`src/rtl/cmul_pkg.sv`:
```
// Shared definitions for the pipelined complex multiplier: pipeline depth,
// rounding constant and the generalised symmetric saturation helper.
package cmul_pkg;

    localparam int PIPE_DEPTH = 3;
    localparam int CALC_W     = 64;

    typedef logic signed [CALC_W-1:0] calc_t;

    typedef struct packed {
        calc_t value;
        logic  flag;
    } sat_res_t;

    // Half an LSB of the output format when rounding, otherwise zero (floor).
    function automatic calc_t round_const(input int frac_bits, input int round_en);
        calc_t c;
        c = '0;
        if (round_en != 0) begin
            c = calc_t'(1) <<< (frac_bits - 1);
        end
        return c;
    endfunction

    // Clamp to [-(2^(w-1)-1), +(2^(w-1)-1)]; the asymmetric minimum is remapped too.
    function automatic sat_res_t sym_sat(input calc_t x, input int w);
        calc_t    max_v;
        sat_res_t r;
        max_v = (calc_t'(1) <<< (w - 1)) - calc_t'(1);
        if (x > max_v) begin
            r.value = max_v;
            r.flag  = 1'b1;
        end else if (x < -max_v) begin
            r.value = -max_v;
            r.flag  = 1'b1;
        end else begin
            r.value = x;
            r.flag  = 1'b0;
        end
        return r;
    endfunction

endpackage

```
`src/rtl/cmul_rnd_sat.sv`:
```
// One output component: optional round-half-up, arithmetic shift by FRAC_BITS,
// symmetric saturation and clip flag. Purely combinational.
module cmul_rnd_sat
    import cmul_pkg::*;
#(
    parameter int DATA_WIDTH = 16,
    parameter int FRAC_BITS  = DATA_WIDTH - 1,
    parameter int ROUND      = 1,
    parameter int IN_WIDTH   = 2 * DATA_WIDTH + 1
) (
    input  logic signed [IN_WIDTH-1:0]   x,
    output logic signed [DATA_WIDTH-1:0] y,
    output logic                         flag
);

    localparam calc_t RND_CONST = round_const(FRAC_BITS, ROUND);

    calc_t    x_ext;
    calc_t    rounded;
    calc_t    shifted;
    sat_res_t res;
    logic     unused_hi;

    assign x_ext   = {{(CALC_W-IN_WIDTH){x[IN_WIDTH-1]}}, x};
    assign rounded = x_ext + RND_CONST;
    assign shifted = rounded >>> FRAC_BITS;
    assign res     = sym_sat(shifted, DATA_WIDTH);

    // After saturation the upper bits are pure sign extension.
    assign y         = res.value[DATA_WIDTH-1:0];
    assign flag      = res.flag;
    assign unused_hi = ^res.value[CALC_W-1:DATA_WIDTH];

endmodule

```
`src/rtl/cmul_pipe.sv`:
```
// Three-stage pipelined complex multiplier (A*B or A*conj(B)) with a single
// global advance enable, valid/ready flow control and sticky saturation flag.
module cmul_pipe
    import cmul_pkg::*;
#(
    parameter int DATA_WIDTH = 16,
    parameter int FRAC_BITS  = DATA_WIDTH - 1,
    parameter int ROUND      = 1
) (
    input  logic                         clk,
    input  logic                         rst,
    input  logic                         in_valid,
    output logic                         in_ready,
    input  logic signed [DATA_WIDTH-1:0] a_real,
    input  logic signed [DATA_WIDTH-1:0] a_imag,
    input  logic signed [DATA_WIDTH-1:0] b_real,
    input  logic signed [DATA_WIDTH-1:0] b_imag,
    input  logic                         conj,
    output logic                         out_valid,
    input  logic                         out_ready,
    output logic signed [DATA_WIDTH-1:0] y_real,
    output logic signed [DATA_WIDTH-1:0] y_imag,
    output logic                         sat,
    output logic                         sat_sticky,
    input  logic                         clr_sat
);

    localparam int W  = DATA_WIDTH;
    localparam int PW = 2 * W;
    localparam int SW = 2 * W + 1;

    logic                  en;
    logic [PIPE_DEPTH-1:0] valid_reg;

    logic signed [PW-1:0] ar_ext;
    logic signed [PW-1:0] ai_ext;
    logic signed [PW-1:0] br_ext;
    logic signed [PW-1:0] bi_ext;
    logic signed [PW-1:0] bi_eff;
    logic signed [PW-1:0] op_a      [4];
    logic signed [PW-1:0] op_b      [4];
    logic signed [PW-1:0] prod_next [4];
    logic signed [PW-1:0] prod_reg  [4];

    logic signed [SW-1:0] sum_next  [2];
    logic signed [SW-1:0] sum_reg   [2];

    logic signed [W-1:0]  y_next    [2];
    logic signed [W-1:0]  y_reg     [2];
    logic [1:0]           flag_next;
    logic                 sat_reg;
    logic                 sat_sticky_reg;

    assign en       = !valid_reg[PIPE_DEPTH-1] || out_ready;
    assign in_ready = en;

    // Operands are widened to 2W before negation so -(-2^(W-1)) cannot wrap.
    assign ar_ext = {{W{a_real[W-1]}}, a_real};
    assign ai_ext = {{W{a_imag[W-1]}}, a_imag};
    assign br_ext = {{W{b_real[W-1]}}, b_real};
    assign bi_ext = {{W{b_imag[W-1]}}, b_imag};
    assign bi_eff = conj ? -bi_ext : bi_ext;

    // Product order: ar*br, ai*bi, ar*bi, ai*br
    assign op_a[0] = ar_ext;
    assign op_b[0] = br_ext;
    assign op_a[1] = ai_ext;
    assign op_b[1] = bi_eff;
    assign op_a[2] = ar_ext;
    assign op_b[2] = bi_eff;
    assign op_a[3] = ai_ext;
    assign op_b[3] = br_ext;

    generate
        for (genvar gi = 0; gi < 4; gi++) begin : g_prod
            assign prod_next[gi] = op_a[gi] * op_b[gi];

            always_ff @(posedge clk or posedge rst) begin
                if (rst) begin
                    prod_reg[gi] <= '0;
                end else if (en) begin
                    prod_reg[gi] <= prod_next[gi];
                end
            end
        end
    endgenerate

    assign sum_next[0] = {prod_reg[0][PW-1], prod_reg[0]} - {prod_reg[1][PW-1], prod_reg[1]};
    assign sum_next[1] = {prod_reg[2][PW-1], prod_reg[2]} + {prod_reg[3][PW-1], prod_reg[3]};

    generate
        for (genvar gi = 0; gi < 2; gi++) begin : g_comp
            always_ff @(posedge clk or posedge rst) begin
                if (rst) begin
                    sum_reg[gi] <= '0;
                end else if (en) begin
                    sum_reg[gi] <= sum_next[gi];
                end
            end

            cmul_rnd_sat #(
                .DATA_WIDTH (W),
                .FRAC_BITS  (FRAC_BITS),
                .ROUND      (ROUND),
                .IN_WIDTH   (SW)
            ) u_rnd_sat (
                .x    (sum_reg[gi]),
                .y    (y_next[gi]),
                .flag (flag_next[gi])
            );

            always_ff @(posedge clk or posedge rst) begin
                if (rst) begin
                    y_reg[gi] <= '0;
                end else if (en) begin
                    y_reg[gi] <= y_next[gi];
                end
            end
        end
    endgenerate

    // Valid chain; sat is qualified so bubbles never carry a stray flag.
    always_ff @(posedge clk or posedge rst) begin
        if (rst) begin
            valid_reg <= '0;
            sat_reg   <= 1'b0;
        end else if (en) begin
            valid_reg <= {valid_reg[PIPE_DEPTH-2:0], in_valid};
            sat_reg   <= valid_reg[PIPE_DEPTH-2] && (|flag_next);
        end
    end

    always_ff @(posedge clk or posedge rst) begin
        if (rst) begin
            sat_sticky_reg <= 1'b0;
        end else if (valid_reg[PIPE_DEPTH-1] && out_ready && sat_reg) begin
            sat_sticky_reg <= 1'b1;
        end else if (clr_sat) begin
            sat_sticky_reg <= 1'b0;
        end
    end

    assign out_valid  = valid_reg[PIPE_DEPTH-1];
    assign y_real     = y_reg[0];
    assign y_imag     = y_reg[1];
    assign sat        = sat_reg;
    assign sat_sticky = sat_sticky_reg;

endmodule
```
`config.mk`:
```
export PLATFORM = sky130hd
export DESIGN_NAME = cmul_pipe
export DESIGN_NICKNAME = d
export VERILOG_FILES = /design/src/rtl/cmul_pkg.sv /design/src/rtl/cmul_rnd_sat.sv /design/src/rtl/cmul_pipe.sv
export SDC_FILE = /design/constraint.sdc
export NUM_CORES = 2
export LEC_CHECK = 0
export ABC_AREA = 1
export CORE_MARGIN = 5
export CORE_UTILIZATION = 35
export CTS_CLUSTER_SIZE = 8
export DETAILED_ROUTE_END_ITERATION = 12
export GPL_ROUTABILITY_DRIVEN = 1
export HOLD_SLACK_MARGIN = 0.05
export SLEW_MARGIN = 20
export SYNTH_ARGS = -nofsm -noshare
export SYNTH_HDL_FRONTEND = slang
export SYNTH_SLANG_ARGS = --single-unit
export TNS_END_PERCENT = 10
```
`constraint.sdc`:
```
create_clock -name clk -period 20.2 [get_ports clk]
set_input_delay 3.03 -clock clk [delete_from_list [all_inputs] [get_ports clk]]
set_output_delay 3.03 -clock clk [all_outputs]
set_load 0.05 [all_outputs]
```
Word level (Yosys, flattened, before mapping)
Index checks and enable logic that the tools add are counted.
{ "totals": {"output_inout_bits": 36, "regBits": 231, "inputBits": 70} }
{ "classes": {"addsub": 5, "magnitude_cmp": 4, "reduce_logical": 7, "n_mux": 7, "multipliers": 4} }
{ "op_table": {"columns": ["op", "n"], "rows": [
  ["$add 33x16->34 const B", 2],
  ["$mux 17", 4],
  ["$mul 16x16->32", 2],
  ["$mul 16x32->32", 2],
  ["$gt 19x16->1 const B", 2],
  ["$lt 19x16->1 const B", 2],
  ["$add 32x32->33", 1],
  ["$sub 32x32->33", 1],
  ["$mux 32", 1],
  ["$neg 16->32", 1],
  ["$logic_and 1x1->1", 3],
  ["$mux 1", 2],
  ["$reduce_bool 2->1", 1],
  ["$reduce_or 2->1", 1],
  ["$logic_not 1->1", 1],
  ["$logic_or 1x1->1", 1]
]} }

Depth between registers and ports, before layout
{ "depth": {"word_depth": 6, "ltp_mapped": 38, "ltp_nobuf": 37} }

By module
From an unflattened synthesis, not the netlist that was laid out.
{ "hier_totals": {"cells_unflattened": 7450, "hier_area_um2": 57512.7} }
{ "modules_own_cells": {"columns": ["mod", "cells_per_inst", "seq_area_each_um2", "area_each_um2", "n_inst"], "rows": [
  ["cmul_pipe", 7110, 5780.5, 55976.2, 1],
  ["cmul_rnd_sat", 170, 0.0, 768.2, 2]
]} }

Least setup slack after synthesis
No wires, ideal clock.
{ "synth_timing": {"path_type": "input port to flip-flop", "from": "input port b_imag[0]", "to": "register prod_reg[62] in the netlist's numbering", "path_buffers": 2, "setup_ps": 118, "path_slack_ps": 10722, "stages": 34, "arrival_time_ps": 9360, "cell_sequence": "inv_2 -> ha_1 -> nand2_1 -> nor2_2 -> inv_1 -> nor2_1 -> nand2_1 -> nand2_1 -> or2_2 -> nand2_1 -> clkbuf_1 -> clkbuf_1 -> nand2_1 -> fa_1 -> fa_1 -> fa_1 -> inv_1 -> fa_1 -> fa_1 -> inv_1 -> fa_1 -> inv_1 -> ha_1 -> a21oi_1 -> o21ai_0 -> a31oi_1 -> nand3_1 -> a21oi_1 -> o21ai_0 -> nand2_1 -> nand3b_1 -> or2_2 -> nand3_1 -> nand2_1"} }
{ "synth_between": {"elab_chain_cells": 3} }
{ "synth_lines": {"columns": ["element", "line", "source"], "rows": [
  ["start: declaration", "cmul_pipe.sv:17", "input logic signed [DATA_WIDTH-1:0] b_imag,"],
  ["$neg 16->32", "cmul_pipe.sv:62", "assign bi_eff = conj ? -bi_ext : bi_ext;"],
  ["$mux 32 (*)", "cmul_pipe.sv:62", null],
  ["$mul 16x32->32 (*)", "cmul_pipe.sv:76", "assign prod_next[gi] = op_a[gi] * op_b[gi];"],
  ["end signal: indexed assignment", "cmul_pipe.sv:82", "prod_reg[gi] <= prod_next[gi];"],
  ["end: declaration", "cmul_pipe.sv:43", "logic signed [PW-1:0] prod_reg [4];"]
]} }
Every way passes the cells marked *; elsewhere a longest branch is shown, timed or not.
A chain may end at the register's enable or synchronous reset.

Final worst setup path
Same ends and word-level chain as after synthesis.

==> key figures <==
Floorplan
  – Boundary Pins: 106
  – Initial core utilization: 35.3%
  – Die Span Y: 410 um
  – Core area: 159000 um^2
  – FP Rows: 146
  – Chip Width: 410 um
  – Die area: 168000 um^2

Logic synthesis
  – Flops & latches, synth: 203
  – Most common cell in the netlist: inv_1
  – Top_reg_cell synth: dfrtp_1
  – Synthesized area: 55900 um^2
  – YS warnings: 0
  – Top cell type by total area after synthesis: fa_1
  – EDFF count, synth: 0
  – Synthesized instance count: 7165
  – Sequential cell area fraction in the yosys report: 9.08%
  – Post-synth top cells: inv_1, nand2_1, fa_1, nor2_1, ha_1
  – Top cells by area, synth: fa_1, inv_1, nand2_1
  – Synth Area per Inst: 7.81 um^2
  – Post-synthesis cell type count: 64
  – Ys async rst share: 100%
  – Synth top area share: 40.5%
  – Synthesized Nets: 8781

Timing
  – Max Fclk: 87.5 MHz
  – Final cycle utilization of the critical path: 56.5%
  – Final Setup Violations: 0
  – Relative slew slack: 27.2%
  – Post-route setup slack: 8780 ps
  – TNS Setup: 0 ps
  – Slew Viols, Final: 0
  – Setup Skew: 39.2 ps
  – Min cycle time layout: 11420 ps
  – RSZ-0062 raised after global routing: false
  – Final Hold Fails: 0
  – Slew @ Worst Pin: 1090 ps

Setup path
  – Biggest cell delay along the critical path: 940 ps
  – CP Class: input pin to flop
  – Critical path capture point type: flop
  – Setup crit start kind: input pin
  – Most common cell on crit path: fa_1
  – CP arrival: 11860 ps
  – Worst EP required: 20640 ps
  – Crit-path max FO: 29
  – Crit path max-delay cell type: clkinv_1

GRT
  – Largest net degree at the start of global routing: 186
  – Vias in the first global route: 47.3k
  – Gr usage total: 21.5%
  – First-pass GRT wire length: 280 mm
  – Gr ovfl total: 0
  – Initial antenna violation count: 3

Clock tree
  – Post-CTS setup buffer count: 0
  – Post-cts hold buffer count: 0
  – CTS tree: built
  – CTS Buf Count: 34
  – Root Buffer: clkbuf_16
  – Clk_lat worst skew: 570 ps
  – Post-CTS Resized: 0
  – Sink Count: 203
  – H-tree levels: 2
  – Clock-pin transition on the worst setup and hold timing paths: 50 ps
  – CTS Buffer Depth: 3

Final layout
  – Net count, final: 8718
  – Area Growth Syn to Fin: 7.25%
  – Filler Cell Count: 16.4k
  – Final Util: 37.8%
  – Max reg flops: 128
  – Layout cells sized above 1: 3.67%

Placed design
  – HPWL after DPL: 142 mm
  – PortBufs: 105
  – Dpl ws: 8260 ps
  – Placer congestion estimate: 0.974

Route
  – Routed wire length: 179 mm
  – 1st-pass router iterations: 5
  – Vias per cell: 4.96
  – Initial DRC count: 3379
  – Wirelength per Cell: 19.5 um
  – DRT antenna net count: 0
  – # DRC: 0
  – Vias after detailed routing: 45.6k

Flow run
  – Maxcap violations: 0

Hold path
  – Worst Hold Class: flop to flop

Outcome
  – Status: completed
-- logic make-up after synthesis --
family                   count (synthesis)  share of synthesized area, %
flip-flops                             203                          9.08
buffers and inverters                 2167                          14.7
XOR/XNOR                               119                          1.90
AO/OA/AOI/OAI                          602                          6.05
adder cells (fa/ha/maj)               1546                          49.8
AND/OR/NAND/NOR                       2528                          18.5
-- metal layers --
metal / vias to the layer above / track usage [%] / part of all wire, %
met5: - / 0 / 0.0073
met4: 2 / 6.84 / 3.8
met3: 282 / 4.09 / 7.8
met2: 1618 / 34.7 / 46
met1: 22853 / 29.3 / 43
li1: 20835 / - / -
-- final cells by class --
type	count	area (um^2)	share of cell area [%]
multi-input combinational	4795	42700	71.1
tap	2072	2590	4.32
clock buffer	41	877	1.46
inverter	1889	7110	11.8
timing repair buffer	179	1560	2.60
antenna	1	2.50	0.00417
sequential	203	5080	8.47
clock inverter	9	116	0.194
-- layout by cell type, fill, tap and decap left out, drive strengths merged, types with 3 or more instances in the layout --
master	Yosys	routed
clkbuf	245	41
buf	33	86
a21oi	233	233
o31ai	13	13
o211ai	12	12
clkinv	10	14
xor2	67	67
clkdlybuf4s50	0	93
o21a	5	5
a21boi	8	8
nand3b	10	10
dfrtp	203	203
a31oi	42	42
or2	61	61
nand3	202	202
o21ai	232	232
o221ai	9	9
nor3	34	34
o21bai	14	14
ha	414	414
nand2	1635	1635
fa	1132	1132
nor2	526	526
a21o	17	17
xnor2	51	51
nor4	15	15
inv	1879	1881
a211oi	3	3
nand4	38	38
a221oi	7	7
-- critical path, delay by kind of cell --
family                     cells  cell delay [ps]
buffers and inverters          6             2110
adders and majority gates      8             3450
AOI/OAI and AO/OA              5              900
and+or+nand+nor               11             2350
-- final timing paths --
path / cells past startpoint / slack, ps / endpoint / start
min in group asynchronous: 2 / 2990 / y_real[10] / rst
hold / removal: 2 / 460 / valid_reg[2] / valid_reg[1]
setup reg to reg: 8 / 16390 / prod_reg[30] / valid_reg[2]
setup / recovery: 30 / 8780 / prod_reg[62] / b_imag[0]
max in group asynchronous: 3 / 15850 / prod_reg[55] / rst
hold reg to reg: 2 / 460 / valid_reg[2] / valid_reg[1]
-- stage by stage --
| stage | std cells | cell area [um^2] | hold slack [ps] |
|---|---|---|---|
| after floorplan | 7165 | 55900 | 432 |
| after global placement | 9138 | 59000 | 445 |
| after detailed placement | 9138 | 59000 | 459 |
| after CTS | 9188 | 60000 | 470 |
| after global routing | 9188 | 60000 | 496 |
| final | 9189 | 60000 | 463 |
Power is left out: the tool's default activity adds up to more than one toggle a clock period on the data nets, which glitch-free logic cannot reach.
